File: config.mk
export PLATFORM = sky130hd
export DESIGN_NAME = branch_resolve_unit
export DESIGN_NICKNAME = d
export VERILOG_FILES = /design/src/rtl/branch_resolve_unit_pkg.sv /design/src/rtl/branch_update_fifo.sv /design/src/rtl/branch_resolve_unit.sv
export SDC_FILE = /design/constraint.sdc
export NUM_CORES = 1
export LEC_CHECK = 0
export ABC_AREA = 1
export CORE_ASPECT_RATIO = 1.75
export CORE_MARGIN = 2
export CORE_UTILIZATION = 50
export DETAILED_ROUTE_END_ITERATION = 12
export PLACE_DENSITY = 0.73
export SLEW_MARGIN = 40
export SYNTH_ARGS = -nofsm -noshare
export SYNTH_HDL_FRONTEND = slang
export SYNTH_SLANG_ARGS = --single-unit
File: constraint.sdc
create_clock -name iCLOCK -period 2.3 [get_ports iCLOCK]
set_clock_uncertainty 0.15 [all_clocks]
set_input_delay 0.46 -clock iCLOCK [delete_from_list [all_inputs] [get_ports iCLOCK]]
set_output_delay 0.46 -clock iCLOCK [all_outputs]
set_load 0.02 [all_outputs]
File: src/rtl/branch_resolve_unit_pkg.sv
// Shared types for the branch resolver: update record, resolver FSM states, instruction size.
package branch_resolve_unit_pkg;

    localparam int INST_BYTES = 4;

    typedef struct packed {
        logic        taken;
        logic [31:0] target;
        logic [31:0] inst_addr;
    } branch_update_t;

    typedef enum logic [1:0] {
        IDLE,
        FLUSH,
        WAIT
    } resolve_state_t;

endpackage

File: src/rtl/branch_update_fifo.sv
// Synchronous FIFO of predictor training updates, with a flush-clear input.
// Latency: a push is visible at the head one cycle later.
// Backpressure: pushes while full and pops while empty are ignored.
module branch_update_fifo
    import branch_resolve_unit_pkg::*;
#(
    parameter  int DEPTH = 4,
    localparam int PTR_W = $clog2(DEPTH),
    localparam int CNT_W = $clog2(DEPTH) + 1
) (
    input  logic             iCLOCK,
    input  logic             inRESET,
    input  logic             iCLEAR,
    input  logic             iPUSH,
    input  branch_update_t   iPUSH_DATA,
    input  logic             iPOP,
    output branch_update_t   oPOP_DATA,
    output logic             oFULL,
    output logic             oEMPTY,
    output logic [CNT_W-1:0] oCOUNT
);

    branch_update_t   mem [DEPTH];
    logic [PTR_W-1:0] wrPtr;
    logic [PTR_W-1:0] rdPtr;
    logic [CNT_W-1:0] count;
    logic             doPush;
    logic             doPop;

    assign oFULL     = (count == CNT_W'(DEPTH));
    assign oEMPTY    = (count == '0);
    assign oCOUNT    = count;
    assign oPOP_DATA = mem[rdPtr];
    assign doPush    = iPUSH & ~oFULL;
    assign doPop     = iPOP & ~oEMPTY;

    // Pointers wrap naturally because DEPTH is a power of two.
    always_ff @(posedge iCLOCK or negedge inRESET) begin
        if (!inRESET) begin
            wrPtr <= '0;
            rdPtr <= '0;
            count <= '0;
            for (int i = 0; i < DEPTH; i++) begin
                mem[i] <= '0;
            end
        end else if (iCLEAR) begin
            wrPtr <= '0;
            rdPtr <= '0;
            count <= '0;
        end else begin
            if (doPush) begin
                mem[wrPtr] <= iPUSH_DATA;
                wrPtr      <= wrPtr + PTR_W'(1);
            end
            if (doPop) begin
                rdPtr <= rdPtr + PTR_W'(1);
            end
            case ({doPush, doPop})
                2'b10:   count <= count + CNT_W'(1);
                2'b01:   count <= count - CNT_W'(1);
                default: count <= count;
            endcase
        end
    end

endmodule

File: src/rtl/branch_resolve_unit.sv
// Resolves retiring branches against fetch's prediction; mispredicts raise a one-cycle flush, all branches queue predictor updates.
// Latency: flush pulse and earliest update strobe one cycle after accept. BRANCH_RESOLVE_STAT_EN adds branch/miss counters.
// Backpressure: oEXEC_LOCK during flush/wait or with a full update queue; iJUMP_LOCK stalls the drain.
module branch_resolve_unit
    import branch_resolve_unit_pkg::*;
#(
    parameter int FIFO_DEPTH = 4,
    parameter int FLUSH_WAIT = 2
) (
    input  logic        iCLOCK,
    input  logic        inRESET,
    input  logic        iFLUSH,
    input  logic        iEXEC_VALID,
    input  logic        iEXEC_IS_BRANCH,
    input  logic [31:0] iEXEC_INST_ADDR,
    input  logic        iEXEC_TAKEN,
    input  logic [31:0] iEXEC_TARGET,
    input  logic        iEXEC_PREDICT_BRANCH,
    input  logic [31:0] iEXEC_PREDICT_ADDR,
    output logic        oEXEC_LOCK,
    output logic        oFLUSH_PIPELINE,
    output logic [31:0] oFLUSH_ADDR,
    output logic        oJUMP_STB,
    output logic        oJUMP_HIT,
    output logic [31:0] oJUMP_ADDR,
    output logic [31:0] oJUMP_INST_ADDR,
    input  logic        iJUMP_LOCK
`ifdef BRANCH_RESOLVE_STAT_EN
    ,
    output logic [31:0] oSTAT_BRANCH_COUNT,
    output logic [31:0] oSTAT_MISS_COUNT
`endif
);

    localparam int CNT_W  = $clog2(FIFO_DEPTH) + 1;
    localparam int WAIT_W = (FLUSH_WAIT > 1) ? $clog2(FLUSH_WAIT) : 1;

    resolve_state_t    state;
    resolve_state_t    stateNext;
    logic [WAIT_W-1:0] waitCnt;
    logic [WAIT_W-1:0] waitCntNext;
    logic [31:0]       flushAddr;
    logic [31:0]       correctAddr;
    logic              acceptBranch;
    logic              mispredict;
    logic              fifoFull;
    logic              fifoEmpty;
    logic [CNT_W-1:0]  fifoCount;
    branch_update_t    pushData;
    branch_update_t    headData;

    assign acceptBranch = iEXEC_VALID & iEXEC_IS_BRANCH & ~oEXEC_LOCK & ~iFLUSH;
    assign mispredict   = (iEXEC_TAKEN != iEXEC_PREDICT_BRANCH) |
                          (iEXEC_TAKEN & iEXEC_PREDICT_BRANCH & (iEXEC_TARGET != iEXEC_PREDICT_ADDR));
    assign correctAddr  = iEXEC_TAKEN ? iEXEC_TARGET : (iEXEC_INST_ADDR + 32'(INST_BYTES));

    assign pushData.taken     = iEXEC_TAKEN;
    assign pushData.target    = iEXEC_TARGET;
    assign pushData.inst_addr = iEXEC_INST_ADDR;

    branch_update_fifo #(.DEPTH(FIFO_DEPTH)) updateFifo (
        .iCLOCK     (iCLOCK),
        .inRESET    (inRESET),
        .iCLEAR     (iFLUSH),
        .iPUSH      (acceptBranch),
        .iPUSH_DATA (pushData),
        .iPOP       (oJUMP_STB),
        .oPOP_DATA  (headData),
        .oFULL      (fifoFull),
        .oEMPTY     (fifoEmpty),
        .oCOUNT     (fifoCount)
    );

    always_comb begin
        stateNext   = state;
        waitCntNext = waitCnt;
        case (state)
            IDLE: begin
                if (acceptBranch && mispredict) begin
                    stateNext = FLUSH;
                end
            end
            FLUSH: begin
                stateNext   = WAIT;
                waitCntNext = WAIT_W'(FLUSH_WAIT - 1);
            end
            WAIT: begin
                if (waitCnt == '0) begin
                    stateNext = IDLE;
                end else begin
                    waitCntNext = waitCnt - WAIT_W'(1);
                end
            end
            default: stateNext = IDLE;
        endcase
        // A global flush aborts the sequence; the current FLUSH cycle's pulse still shows this cycle.
        if (iFLUSH) begin
            stateNext   = IDLE;
            waitCntNext = '0;
        end
    end

    always_ff @(posedge iCLOCK or negedge inRESET) begin
        if (!inRESET) begin
            state     <= IDLE;
            waitCnt   <= '0;
            flushAddr <= '0;
        end else begin
            state   <= stateNext;
            waitCnt <= waitCntNext;
            if (acceptBranch && mispredict) begin
                flushAddr <= correctAddr;
            end
        end
    end

    assign oEXEC_LOCK      = (state != IDLE) | (fifoCount == CNT_W'(FIFO_DEPTH)) | fifoFull;
    assign oFLUSH_PIPELINE = (state == FLUSH);
    assign oFLUSH_ADDR     = flushAddr;
    assign oJUMP_STB       = ~fifoEmpty & ~iJUMP_LOCK;
    assign oJUMP_HIT       = headData.taken;
    assign oJUMP_ADDR      = headData.target;
    assign oJUMP_INST_ADDR = headData.inst_addr;

`ifdef BRANCH_RESOLVE_STAT_EN
    logic [31:0] branchCount;
    logic [31:0] missCount;

    // Saturating; deliberately untouched by iFLUSH.
    always_ff @(posedge iCLOCK or negedge inRESET) begin
        if (!inRESET) begin
            branchCount <= '0;
            missCount   <= '0;
        end else if (acceptBranch) begin
            if (branchCount != 32'hFFFF_FFFF) begin
                branchCount <= branchCount + 32'd1;
            end
            if (mispredict && (missCount != 32'hFFFF_FFFF)) begin
                missCount <= missCount + 32'd1;
            end
        end
    end

    assign oSTAT_BRANCH_COUNT = branchCount;
    assign oSTAT_MISS_COUNT   = missCount;
`else
    // Statistics counters are not built in this configuration.
`endif

endmodule
After elaboration in Yosys (flattened, before gate mapping)
Cells that the tools add are included.
{ "totals": {"inputBits": 104, "reg_bits": 302, "elab_cells": 85, "output_inout_bits": 100} }
{ "classes": {"eq_ne": 9, "n_addsub": 6, "n_mux": 20, "reduce_logical": 11, "n_bitwise": 18, "order_cmp": 3} }
{ "ops": {"columns": ["op", "count"], "rows": [
  ["260-bit bitwise mux", 1],
  ["65-bit 2-to-1 mux", 3],
  ["65-bit binary-select mux with 2-bit select", 1],
  ["65-bit demux with 2-bit select", 1],
  ["32-bit by 3-bit adder with 32-bit output, second input constant", 1],
  ["32-bit 2-to-1 mux", 1],
  ["32-bit inequality test", 1],
  ["2-bit 2-to-1 mux", 7],
  ["1-bit AND", 8],
  ["3-bit >= comparator, second input constant", 2],
  ["3-bit inequality test, second input constant", 2],
  ["2-bit NOT with 3-bit output", 2],
  ["2-bit one-hot mux with 3 select lines", 1],
  ["3-bit one-hot mux with 2 select lines", 1],
  ["2-bit nonzero test", 3],
  ["3-bit nonzero test", 2],
  ["1-bit NOT", 5],
  ["2-bit by 1-bit adder with 2-bit output, second input constant", 2],
  ["2-bit by 1-bit equality test with 1-bit output, second input constant", 2],
  ["2-bit equality test, second input constant", 2],
  ["2-bit AND reduction", 2],
  ["3-bit by 1-bit adder with 3-bit output, second input constant", 1],
  ["3-bit equality test, second input constant", 1],
  ["3-bit logical NOT", 1],
  ["other kinds (10)", 14]
]} }

Depth between registers and ports, before layout
Gate-level depths: netlist of run 1.
{ "depth": {"ltp_word": 10, "ltp_mapped": 14, "mapped_depth_nobuf": 13} }

By module
A second synthesis of run 1 with hierarchy kept.
{ "unflattened": {"hier_cells": 1856, "area_unflattened_um2": 15208.3} }
{ "by_module_without_submodules": {"columns": ["mod", "seq_area_each_um2", "n_inst", "area_per_inst_um2", "cells_each"], "rows": [
  ["branch_update_fifo", 6681.4, 1, 12031.5, 1334],
  ["branch_resolve_unit", 875.8, 1, 3176.8, 522]
]} }

Worst setup path before layout of run 1
Ideal clock, no wire load.
{ "synth_timing": {"kind": "register to output", "start": "register updateFifo.rdPtr[0]", "end": "output oJUMP_ADDR[23]", "setup_slack_ps": 190, "arrival_ps": 1500, "stages_incl_launch_ff": 7, "n_path_buf": 3, "required_time_ps": 1690, "path_cell_list": "dfrtp_1 -> buf_2 -> inv_1 -> buf_2 -> clkbuf_1 -> o21ai_0 -> o22ai_1"} }
{ "synth_between": {"elab_chain_cells": 4} }
{ "synth_rtl": {"columns": ["element", "line", "rtl"], "rows": [
  ["start, declared", "branch_update_fifo.sv:25", "logic [PTR_W-1:0] rdPtr;"],
  ["start signal, assigned", "branch_update_fifo.sv:56", "rdPtr <= rdPtr + PTR_W'(1);"],
  ["2-bit NOT with 3-bit output (implied by the code)", "branch_update_fifo.sv:33", "assign oPOP_DATA = mem[rdPtr];"],
  ["65-bit binary-select mux with 2-bit select", "branch_update_fifo.sv:33", null],
  ["65-bit 2-to-1 mux (implied by the code) (2 in a row)", "branch_update_fifo.sv:33", null],
  ["end, declared", "branch_resolve_unit.sv:25", "output logic [31:0] oJUMP_ADDR,"]
]} }
No other way between the ends. The select of a mux whose other input is x is not followed.

Worst setup path after layout of run 1
{ "layout_timing": {"start": "register updateFifo.rdPtr[0]", "end": "output oJUMP_ADDR[1]"} }
Same word-level chain as after synthesis.

==> results of run 1 <==
per-stage QoR:
stage | util | power, uW | hold WS, ns
after floorplan | - | 12130 | 0.01441
after global placement | 0.6116 | 15830 | 0.2677
after detailed placement | 0.6116 | 16030 | 0.2695
after CTS | 0.6572 | 21510 | 0.2587
after global routing | 0.6794 | 23540 | 0.2879
final | 0.6794 | 22420 | 0.2543
final cells by class:
type / count / area (um2) / area share
sequential: 302 / 7565 / 0.3717
clock inverter: 9 / 155.1 / 0.007624
inverter: 98 / 390.4 / 0.01918
multi-input combinational: 1307 / 6779 / 0.3331
timing repair buffer: 402 / 4135 / 0.2032
tap: 387 / 484.2 / 0.02379
clock buffer: 41 / 840.8 / 0.04132
layout by cell type, fill, tap and decap left out, types with 14 or more instances in the layout:
| cell | instances |
|---|---|
| sky130_fd_sc_hd__o21ai_2 | 92 |
| sky130_fd_sc_hd__buf_12 | 27 |
| sky130_fd_sc_hd__inv_1 | 84 |
| sky130_fd_sc_hd__nor2_2 | 36 |
| sky130_fd_sc_hd__clkbuf_16 | 35 |
| sky130_fd_sc_hd__o22ai_2 | 24 |
| sky130_fd_sc_hd__o21ai_0 | 187 |
| sky130_fd_sc_hd__o22ai_1 | 40 |
| sky130_fd_sc_hd__buf_4 | 171 |
| sky130_fd_sc_hd__buf_6 | 39 |
| sky130_fd_sc_hd__clkdlybuf4s50_1 | 134 |
| sky130_fd_sc_hd__nand3_1 | 53 |
| sky130_fd_sc_hd__xnor2_1 | 24 |
| sky130_fd_sc_hd__nand2_1 | 510 |
| sky130_fd_sc_hd__o21ai_1 | 138 |
| sky130_fd_sc_hd__nor2_1 | 142 |
| sky130_fd_sc_hd__dfrtp_1 | 298 |
| sky130_fd_sc_hd__nor2_4 | 14 |
critical path: stages, from the launching register on:
cell                      delay [ns]
sky130_fd_sc_hd__dfrtp_4        0.57
sky130_fd_sc_hd__inv_12         0.13
sky130_fd_sc_hd__buf_12         0.15
sky130_fd_sc_hd__buf_16         0.14
sky130_fd_sc_hd__nor2_2         0.04
sky130_fd_sc_hd__o22ai_2        0.20
sky130_fd_sc_hd__buf_6          0.15
sky130_fd_sc_hd__buf_12         0.10
metal layers:
metal,wire length [um],vias up,track usage,share of wire
met5,0,-,0,0
met4,3009,0,0.1595,0.060
met3,2929,158,0.04129,0.059
met2,25150,570,0.5292,0.50
met1,18800,6926,0.3636,0.38
li1,-,6608,-,-
worst paths after layout:
kind,start,to,slack [ns],cells after the start
max reg2reg,updateFifo.oCOUNT[0],updateFifo.mem[228],0.18,10
max in group asynchronous,inRESET,updateFifo.mem[224],1.02,3
min in group iCLOCK,oFLUSH_ADDR[6],oFLUSH_ADDR[6],0.32,2
min,inRESET,updateFifo.mem[8],0.25,2
max,updateFifo.rdPtr[0],oJUMP_ADDR[1],-0.37,7
min reg2reg,oFLUSH_ADDR[6],oFLUSH_ADDR[6],0.32,2
kinds of logic after synthesis:
logic type | synth area share
buffers and inverters | 0.08288
xor gates and xnor gates | 0.01909
and+or+nand+nor | 0.2065
DFF | 0.4991
AOI/OAI and AO/OA | 0.1862
adders and majority gates | 0.006280
state kept, by name, summed over array words and instances, names as in the netlist:
name	flops
updateFifo.wrPtr	2
updateFifo.oCOUNT	3
state	2
updateFifo.mem	260
waitCnt	1
updateFifo.rdPtr	2
oFLUSH_ADDR	32
power by group:
group	total (uW)	switching [uW]	internal [uW]
clock	5030	2050	2980
sequential	8010	1090	6920
combinational	9380	5110	4270
repair_timing:
action                     4_1_cts  5_1_grt
buffers inserted                 6        9
cloned                           8        8
hold buffers                     1        0
setup endpoints to repair       68       67
resized for setup              330      200
hold endpoints to repair        41        0
pin swaps                       20       35
==> results by group, run 1 <==
Clocking
  – Bufs on Longest Clock Path: 3
  – Clock slew at reported path FFs: 0.07 ns
  – Clock tree from TritonCTS: done
  – Clock latency of the later-clocked register in the worst-skew pair: 0.56 ns
  – Clock buffer count from CTS: 28
  – Sink Count: 302
  – Cell at the root of the clock tree: sky130_fd_sc_hd__clkbuf_16
  – H-tree Lvls: 1

Routing
  – Total number of vias: 14,260
  – ANT nets after route: 0
  – Number of iterations in the first detailed-routing pass: 7
  – Overall routed net length: 49,890 um
  – Routed length per instance: 19.59 um
  – Detailed Route Iter0 Violations: 1,096
  – Via/cell ratio: 5.602
  – Number of remaining DRC errors: 0

Global route
  – Global-route wire length before repair: 74,810 um
  – Global route overflow: 0
  – Number of antenna violations at the first check in global routing: 0
  – Maximum number of pins on one net before global-route repair: 71
  – All-layer global routing usage: 0.3037
  – Number of global-route vias before repair: 13,940

Final layout
  – Area growth syn-to-layout: 34.39%
  – Fill cells: 2,372
  – Layout cell share with drive strength beyond 1: 0.2385
  – Layout Cells excl Fill: 2,546
  – Antenna diode count: 0
  – Layout Nets: 2,250
  – Final design area excluding fillers: 20,350 um2

Worst setup path
  – Setup Crit Path Kind: flop to output pin
  – Launching element type of the critical path: flop
  – Maximum fanout encountered on the critical timing path: 7
  – Crit path arrival time: 2.06 ns
  – Crit. End Element: output pin
  – Critical path data required time: 1.69 ns

Status
  – Violations in the final reports: setup timing
  – Status: finished with violations

Synthesis
  – Leading post-synthesis cells by instance count: 510 x sky130_fd_sc_hd__nand2_1, 302 x sky130_fd_sc_hd__dfrtp_1, 259 x sky130_fd_sc_hd__o21ai_0
  – Number of enable-type register cells in the synthesized netlist: 0
  – Sequential element share of the synthesized area: 0.4991
  – Yosys warnings: 0
  – Fraction of synthesis flops using an asynchronous set or reset pin: 1.000
  – Most frequently used flop master after synthesis: sky130_fd_sc_hd__dfrtp_1
  – Post-Synthesis Cells: 1,822
  – Most area-consuming cells after synthesis: sky130_fd_sc_hd__dfrtp_1 50%, sky130_fd_sc_hd__nand2_1 13%, sky130_fd_sc_hd__o21ai_0 8.6%
  – Area of the mapped netlist: 15,140 um2
  – Post-synth top area share: 0.4991
  – Number of distinct library cells after synthesis: 38
  – Most instantiated library cell after synthesis: sky130_fd_sc_hd__nand2_1
  – Synthesized netlist net count: 1,933
  – Average size of a mapped cell: 8.311 um2
  – Flop and latch count out of synthesis: 302
  – Library cell with the largest summed area after synthesis: sky130_fd_sc_hd__dfrtp_1

Floorplanning
  – Die footprint: 31,750 um2
  – Starting density of the core: 0.5055
  – Chip height: 234.2 um
  – Number of placement rows: 84
  – Die Wd: 135.6 um
  – Std-Cell Core Area: 29,950 um2
  – I/O pin total: 204

Power
  – Leakage Power: 0.009770 uW
  – Max rail drop VDD: 741.5 uV
  – Power density relative to cell area: 1102 nW/um2

Place
  – Number of I/O port buffers: 203
  – Weighted congestion reported at the end of routability-driven placement: 0.9408
  – DP Worst Slack: -0.4452 ns
  – Total placed cells including tap cells: 2,468
  – HPWL after detailed placement: 33,030 um
  – Standard cell area after detailed placement: 18,320 um2

Worst hold path
  – Hold WC Path Type: input pin to async pin

Job
  – Count of maximum capacitance violations: 0

STA
  – Slew at the pin closest to its max-slew limit: 0.5308 ns
  – Part of the cycle the worst path needs: 1.159
  – Final-report max-slew violation count: 0
  – Final WS setup: -0.3661 ns
  – Summed negative setup slack over all endpoints: -15.61 ns
  – Headroom to the max-slew limit: 0.6461
  – Setup repair after global routing missed its margin: true
  – Max Clk Rate: 375.1 MHz
  – Endpoints failing hold: 0
  – Min Clock Period, post-route: 2.666 ns
  – Setup violators final: 65
No activity file was read; power rests on OpenSTA's default activity.
==> inputs of run 2 (changes only) <==
- CTS_CLUSTER_SIZE: default -> 8
- REMOVE_ABC_BUFFERS: default -> 1
==> run 2 against run 1 <==
  * The run still ends with setup timing left
  * Count of clock-buffer cells in the layout increased by 6
  * Worst hold slack improved by 0.072 ns
  * Final cell count about the same
  * Flip-flop and latch count unchanged
==> results by group, run 2 (same netlist as run 1, synthesis figures left out) <==
Routing
  – Number of iterations in the first detailed-routing pass: 5
  – Routed length per instance: 19.66 um
  – Via/cell ratio: 5.640
  – Number of remaining DRC errors: 0
  – Detailed Route Iter0 Violations: 1,083
  – ANT nets after route: 0
  – Total number of vias: 14,350
  – Overall routed net length: 50,010 um

Global route
  – Maximum number of pins on one net before global-route repair: 65
  – Number of antenna violations at the first check in global routing: 1
  – Number of global-route vias before repair: 14,200
  – All-layer global routing usage: 0.3139
  – Global-route wire length before repair: 76,790 um
  – Global route overflow: 0

Clocking
  – Clock slew at reported path FFs: 0.05 ns
  – Clock latency of the later-clocked register in the worst-skew pair: 0.54 ns
  – Cell at the root of the clock tree: sky130_fd_sc_hd__clkbuf_16
  – Bufs on Longest Clock Path: 3
  – Clock buffer count from CTS: 43
  – Clock tree from TritonCTS: done
  – Sink Count: 302
  – H-tree Lvls: 2

Final layout
  – Area growth syn-to-layout: 35.71%
  – Layout cell share with drive strength beyond 1: 0.2356
  – Commonest cells after routing, fill and taps aside: 510 x sky130_fd_sc_hd__nand2_1, 300 x sky130_fd_sc_hd__dfrtp_1, 173 x sky130_fd_sc_hd__o21ai_0
  – Final design area excluding fillers: 20,550 um2
  – Layout Nets: 2,262
  – Post-layout utilization of the core: 0.6860
  – Number of flip-flops in the largest register: 260
  – Largest Register: updateFifo.mem
  – Most common cell after layout, fill and taps aside: sky130_fd_sc_hd__nand2_1
  – Layout Cells excl Fill: 2,544

Status
  – Status: finished with violations
  – Violations in the final reports: setup timing

STA
  – Setup violators final: 65
  – Setup repair after global routing missed its margin: true
  – Headroom to the max-slew limit: 0.5986
  – Min Clock Period, post-route: 2.619 ns
  – Final WS setup: -0.3187 ns
  – Max Clk Rate: 381.9 MHz
  – Worst hold slack across all endpoints: 0.3262 ns
  – Part of the cycle the worst path needs: 1.139
  – Final-report max-slew violation count: 0
  – Endpoints failing hold: 0
  – Slew at the pin closest to its max-slew limit: 0.6021 ns

Worst setup path
  – Worst setup slack for register-to-register paths: 0.16 ns
  – Crit. End Element: output pin
  – Critical path data required time: 1.69 ns
  – Crit path arrival time: 2.01 ns
  – Setup Crit Path Kind: flop to output pin
  – Critical path launch point: updateFifo.rdPtr[0]
  – Maximum fanout encountered on the critical timing path: 7
  – Critical R2R Launch: state[0]
  – Launching element type of the critical path: flop

Floorplanning
  – Number of placement rows: 84
  – I/O pin total: 204
  – Chip height: 234.2 um
  – Starting density of the core: 0.5055
  – Die footprint: 31,750 um2
  – Std-Cell Core Area: 29,950 um2
  – Die Wd: 135.6 um

Power
  – Max rail drop VDD: 673.3 uV
  – Total power draw: 22,980 uW
  – Leakage Power: 0.009846 uW
  – Power density relative to cell area: 1118 nW/um2

Worst hold path
  – Hold WC Path Type: flop to flop
  – Worst hold start: updateFifo.mem[74]

Place
  – Total placed cells including tap cells: 2,477
  – Standard cell area after detailed placement: 18,500 um2
  – HPWL after detailed placement: 33,450 um
  – Weighted congestion reported at the end of routability-driven placement: 0.9248
  – Number of I/O port buffers: 203

Job
  – Count of maximum capacitance violations: 0
run 2: per-stage QoR:
step           setup TNS [ns]  setup slack, ns
2_1_floorplan         -192.35           -2.917
3_3_place_gp           -19.91          -0.3842
3_5_place_dp           -23.76          -0.3824
4_1_cts                -14.36          -0.3237
5_1_grt                -15.74          -0.3323
6_report               -13.24          -0.3187
run 2: report_power, final:
part,leakage (uW),internal (uW),switching [uW]
clock network,0.000548,3310,2230
registers,0.00398,6940,1180
logic,0.00532,4240,5090
total,0.00985,14500,8500
run 2: final cells by class:
class                           instances  area (um2)
Fill cell                            2414        9405
Inverter                               98       392.9
Sequential cell                       302        7562
Tap cell                              387       484.2
Clock inverter                          3       26.28
Timing Repair Buffer                  399        4124
Clock buffer                           47        1091
Multi-Input combinational cell       1307        6865
Antenna cell                            1       2.502
run 2: metal layers:
metal | share of wire | global-route usage
met2 | 0.51 | 0.5491
met4 | 0.058 | 0.1693
met5 | 0 | 0
met3 | 0.061 | 0.03524
met1 | 0.37 | 0.3767
run 2: worst max-delay path, stage by stage, from the launching register on:
cell                      delay (ns)
sky130_fd_sc_hd__dfrtp_4        0.51
sky130_fd_sc_hd__buf_12         0.15
sky130_fd_sc_hd__buf_12         0.14
sky130_fd_sc_hd__buf_12         0.16
sky130_fd_sc_hd__o21ai_4        0.07
sky130_fd_sc_hd__o22ai_2        0.27
sky130_fd_sc_hd__buf_6          0.16
run 2: final timing paths:
kind / to / cells past startpoint
max in group asynchronous: updateFifo.mem[246] / 3
min in group asynchronous: updateFifo.mem[86] / 2
hold / removal: updateFifo.mem[74] / 2
setup / recovery: oJUMP_INST_ADDR[15] / 6
setup reg to reg: updateFifo.oCOUNT[2] / 13
hold reg to reg: updateFifo.mem[74] / 2
run 2: what timing repair did:
item                                    in CTS  in global routing
hold buffers                                 1                  0
pin swaps                                   22                 30
endpoints found under the setup margin      68                 67
gates resized for setup                    440                162
buffers inserted                             6                  4
endpoints found under the hold margin       55                  0
gates cloned                                 5                  3
==> variant 1 (flow settings as in run 1) <==
Add a define of `BRANCH_RESOLVE_STAT_EN`.
--- a/src/rtl/branch_resolve_unit.sv
+++ b/src/rtl/branch_resolve_unit.sv
@@ -3,2 +3,4 @@
 // Backpressure: oEXEC_LOCK during flush/wait or with a full update queue; iJUMP_LOCK stalls the drain.
+`define BRANCH_RESOLVE_STAT_EN
+
 module branch_resolve_unit
Check against the original RTL (old outputs only; new: oSTAT_BRANCH_COUNT and oSTAT_MISS_COUNT): no difference found for any inputs over 4 cycles, from zero or initial values and one cycle with inRESET low; that may be too few to reach the edited logic, so the function may still have changed.
==> variant 1 against run 1 <==
- the flow still finishes with violations (setup timing)
- via count is 27% higher
- final area is 25% higher
- critical path depth is 1 lower
- setup slack better by 57 ps
- synthesized area is 19% higher
- wire length is 29% higher
- count of clock-buffer cells in the layout is 15 higher
- sequential cell count is 64 higher
- total power is 0.48% lower
==> variant 1: results (changes against run 1) <==
| Metric | Value |
|---|---|
| Outcome | finished with violations |
| Failing checks | setup timing |
| Total global-route track usage | 32.3% (+1.9 points) |
| Global-route track usage on met2 | 58.0% (+5.0 points) |
| Final hold slack | 289 ps (+34.6 ps) |
| R2r setup slk | 110 ps (-70 ps) |
| DRT met1 WL | 22800 microns (+22%) |
| Adder-cell share of the synthesized area | 0.664% (+0.036 points) |
| Post-Place Cells | 3104 (+26%) |
| H-tree lvl count | 2 (+1) |
| Register area | 9160 sq um (+21%) |
| PortBufs | 267 (+32%) |
| Fillers | 2792 (+18%) |
| Met3 WL post-DR | 4500 microns (+53%) |
| Share of layout cells above drive strength 1 | 20.2% (-3.7 points) |
| CP Capture Point | oJUMP_INST_ADDR[2] |
| Power share of the combinational group | 34.0% (-7.8 points) |
| Die Footprint | 37800 sq um (+19%) |
| Mean area per synthesized cell | 7.98 sq um (-4.0%) |
| Final setup margin | -309 ps (+56.8 ps) |
| First-pass GRT wire length | 96300 microns (+29%) |
| Clock Latency Late Sink | 530 ps (-30 ps) |
| P_leak | 12.3 nW (+26%) |
| Sequential portion of the cell area | 36.1% (-1.1 points) |
| Clock share of power | 27.4% (+5.0 points) |
| Post-DP HPWL | 43100 microns (+30%) |
| Clk tree area frac | 4.78% (-0.11 points) |
| Sink Count | 366 (+21%) |
| Largest net degree at the start of global routing | 77 (+8.5%) |
| Sequential area share after synthesis | 50.6% (+0.73 points) |
| Area of the multi-input gates | 8570 sq um (+26%) |
| Synth area leaders | dfrtp_1, nand2_1, o21ai_0, nor2_1, inv_1 |
| Final setup viols | 65 (unchanged) |
| Drt via density | 5.68 (+1.4%) |
| Mux cell area share after synthesis | 0.277% (+0.28 points) |
| Slowest stage delay, CP | 540 ps (-30 ps) |
| Switching Share | 34.2% (-2.6 points) |
| Met1 usage | 37.7% (+1.3 points) |
| Compound-Gate Fraction of Synth Area | 14.8% (-3.8 points) |
| Worst slew pin tran | 514 ps (-16.6 ps) |
| Reg2reg start | oSTAT_BRANCH_COUNT[1] |
| Comb power | 0.00758 W (-19%) |
| Syn Nets | 2379 (+23%) |
| # clk buffers | 56 (+37%) |
| Non-clock buffers, area share | 21.0% (+0.73 points) |
| Worst R2R End | oSTAT_BRANCH_COUNT[30] |
| Non-clk bufs | 522 (+30%) |
| Placed cell areas | 22800 sq um (+25%) |
| XOR/XNOR Fraction of Synth Area | 4.65% (+2.7 points) |
[variant 1: cell count changes after synthesis, sizes merged, moves of 4 or more]
cell	before	now
mux2i	0	5
dfrtp	302	366
xnor2	24	43
xor2	9	53
nor3	4	39
nor2	193	243
nand2	522	635
nand3	55	45
buf	67	74
clkbuf	48	52
o21ai	417	436
nand4	0	49
inv	98	131
[variant 1: logic make-up after synthesis]
| kind of cell | count (synthesis) |
|---|---|
| AND/OR/NAND/NOR | 1017 |
| buffers and inverters | 258 |
| multiplexers | 5 |
| adder cells (fa/ha/maj) | 9 |
| AO/OA/AOI/OAI | 515 |
| XOR/XNOR | 96 |
| flip-flops | 366 |
[variant 1: what timing repair did]
action / CTS / global route
buffers inserted: 4 / 5
setup endpoints to repair: 70 / 143
gates resized for setup: 418 / 239
pin swaps: 8 / 37
endpoints found under the hold margin: 38 / 0
hold buffers: 1 / 0
gates cloned: 4 / 14
==> variant 2 (settings of run 1) <==
Made on the original files. Encoding of `resolve_state_t`: now one-hot (3 bits for 3 states).
--- a/src/rtl/branch_resolve_unit_pkg.sv
+++ b/src/rtl/branch_resolve_unit_pkg.sv
@@ -11,6 +11,6 @@
 
-    typedef enum logic [1:0] {
-        IDLE,
-        FLUSH,
-        WAIT
+    typedef enum logic [2:0] {
+        IDLE  = 3'b001,
+        FLUSH = 3'b010,
+        WAIT  = 3'b100
     } resolve_state_t;
Behaviour: same outputs for any inputs over 4 cycles, from zero or initial values and one cycle with inRESET low; so few cycles prove little.
==> variant 2 against run 1 <==
- the run still ends with setup timing left
- synthesized cell count up 0.38%
- synthesized area fell by 2.3%
- sequential share of layout area fell by 1.4 points
- setup slack lost 4.5 ps
- sequential cell count rose by 1
- total power grew 3.1%
- fmax shrank 0.17%
- combinational power grew 12%
- critical endpoint is now oJUMP_ADDR[3]
- non-clock buffer count up 17
- wire length rose by 5.9%
- via count is 3.1% higher
- final area increased by 4.3%
- hold slack gained 5.8 ps
==> variant 2: results (changes against run 1) <==
| Metric | Value |
|---|---|
| R2R cell count | 9 (-1) |
| P_leak | 10.0 nW (+2.7%) |
| R2r setup slk | 110 ps (-70 ps) |
| Met3 WL post-DR | 3460 microns (+18%) |
| Antenna violations before repair | 0 (unchanged) |
| Syn Nets | 1940 (+0.36%) |
| CP max stage cell | dfrtp_4 |
| Final hold slack | 260 ps (+5.78 ps) |
| Vias in the first global route | 14268 (+2.3%) |
| Peak VDD IR | 708 uV (-4.5%) |
| Outcome | finished with violations |
| Post-DP HPWL | 33700 microns (+2.2%) |
| Final setup margin | -371 ps (-4.49 ps) |
| Worst-path clk slew | 70 ps (about the same) |
| Failing checks | setup timing |
| NumNets Final | 2274 (+1.1%) |
| Pre-CTS setup slack | -302 ps (+143 ps) |
| First-pass GRT wire length | 77400 microns (+3.4%) |
| Synth cell types | 30 (-21%) |
| Ys flop type | dfrtp_1 |
| DRT met1 WL | 19800 microns (+5.1%) |
| Worst R2R End | updateFifo.mem[230] |
| Drt via density | 5.73 (+2.3%) |
| Syn Inst Count | 1829 (+0.38%) |
| Root Buffer | clkbuf_16 |
| HP Class | in -> async |
| TNS Setup | -15940 ps (-325 ps) |
| DR pass1 iterations | 5 (-2) |
| CP Max Fanout | 13 (+6) |
| Sequential area share after synthesis | 51.3% (+1.4 points) |
| WL/cell | 20.6 microns (+5.1%) |
| Highest Signal Layer | met4 |
| Most common library cells after synthesis | nand2_1, o21ai_0, dfrtp_1 |
| Synth area leaders | dfrtp_1, nand2_1, o21ai_0, nor2_1, o21ai_2 |
| Wire length on met2 | 26300 microns (+4.7%) |
| Placed cell areas | 18600 sq um (+1.4%) |
| Gpl congestion | 0.980 (+4.1%) |
| Yosys warns | 0 (unchanged) |
| Reg2reg start | state[0] |
| Share of layout cells above drive strength 1 | 27.1% (+3.3 points) |
| Post-Place Cells | 2490 (+0.89%) |
| Clock Latency Late Sink | 560 ps (about the same) |
| Clock Path Buffers | 3 (unchanged) |
| H-tree lvl count | 1 (unchanged) |
| Initial drt markers | 1322 (+21%) |
| Post-synth top area share | 51.1% (+1.2 points) |
| Non-Filler Instances | 2565 (+0.75%) |
| Largest net degree at the start of global routing | 65 (-8.5%) |
| Worst slew pin tran | 447 ps (-84.1 ps) |
| Slowest stage delay, CP | 550 ps (-20 ps) |
| Final setup viols | 65 (unchanged) |
| Total global-route track usage | 31.9% (+1.5 points) |
| Most flops, register | updateFifo.mem |
| CTS buffer count | 28 (unchanged) |
[variant 2: cell count changes in the layout (fill, tap and decap cells not counted), moves of 12 or more]
cell	delta
buf_12	+15
nor2_1	-13
o21ai_4	+21
o21ai_1	-49
buf_4	-12
o22ai_1	-25
o22ai_2	+21
buf_6	+20
o21ai_2	+17
[variant 2: what timing repair did]
| action | CTS | global route |
|---|---|---|
| setup endpoints to repair | 68 | 184 |
| pin swaps | 58 | 56 |
| resized for setup | 512 | 276 |
| buffers inserted | 8 | 4 |
| gates cloned | 8 | 10 |
| hold buffers | 1 | 0 |
| hold endpoints to repair | 47 | 0 |
[variant 2: cell type report]
| class | instances | area [sq um] |
|---|---|---|
| Tap cell | 382 | 478 |
| Clock buffer | 40 | 817 |
| Clock inverter | 10 | 63.8 |
| Timing Repair Buffer | 419 | 4580 |
| Multi-Input combinational cell | 1310 | 7310 |
| Fill cell | 2156 | 8060 |
| Sequential cell | 303 | 7590 |
| Inverter | 101 | 392 |
[variant 2: worst max-delay path by stage]
stage / cells past startpoint / start / endpoint / slack [ps]
finish: 6 / updateFifo.rdPtr[0] / oJUMP_ADDR[3] / -370
global route: 6 / updateFifo.rdPtr[0] / oJUMP_ADDR[3] / -390
CTS: 5 / updateFifo.rdPtr[0] / oJUMP_ADDR[30] / -320
detailed placement: 13 / iEXEC_INST_ADDR[11] / oFLUSH_ADDR[28] / -300
global placement: 13 / iEXEC_INST_ADDR[11] / oFLUSH_ADDR[28] / -260
floorplan: 6 / updateFifo.rdPtr[0] / oJUMP_ADDR[10] / 140
[variant 2: critical path: cells and delay by family (launching register included)]
| family | cells | cell delay [ps] |
|---|---|---|
| compound gates | 2 | 280 |
| buf+inv | 4 | 640 |
| flops | 1 | 550 |
[variant 2: power breakdown]
group | switching, W | leakage [nW] | internal, W
Combinational | 0.00559 | 5.58 | 0.00492
Clock | 0.00210 | 0.437 | 0.00248
Sequential | 0.00119 | 4.02 | 0.00682
[variant 2: layer usage]
| metal | vias up | global-route usage, % |
|---|---|---|
| li1 | 6668 | - |
| met1 | 7172 | 39.9 |
| met2 | 682 | 54.8 |
| met3 | 177 | 3.41 |
| met4 | 0 | 16.1 |
| met5 | - | 0 |
[variant 2: cell families after synthesis]
group | after synthesis | share of synthesized area [%]
AO/OA/AOI/OAI | 488 | 18.6
XOR/XNOR | 36 | 2.13
adder cells (fa/ha/maj) | 7 | 0.643
buffers and inverters | 216 | 6.90
flip-flops | 303 | 51.3
AND/OR/NAND/NOR | 779 | 20.5
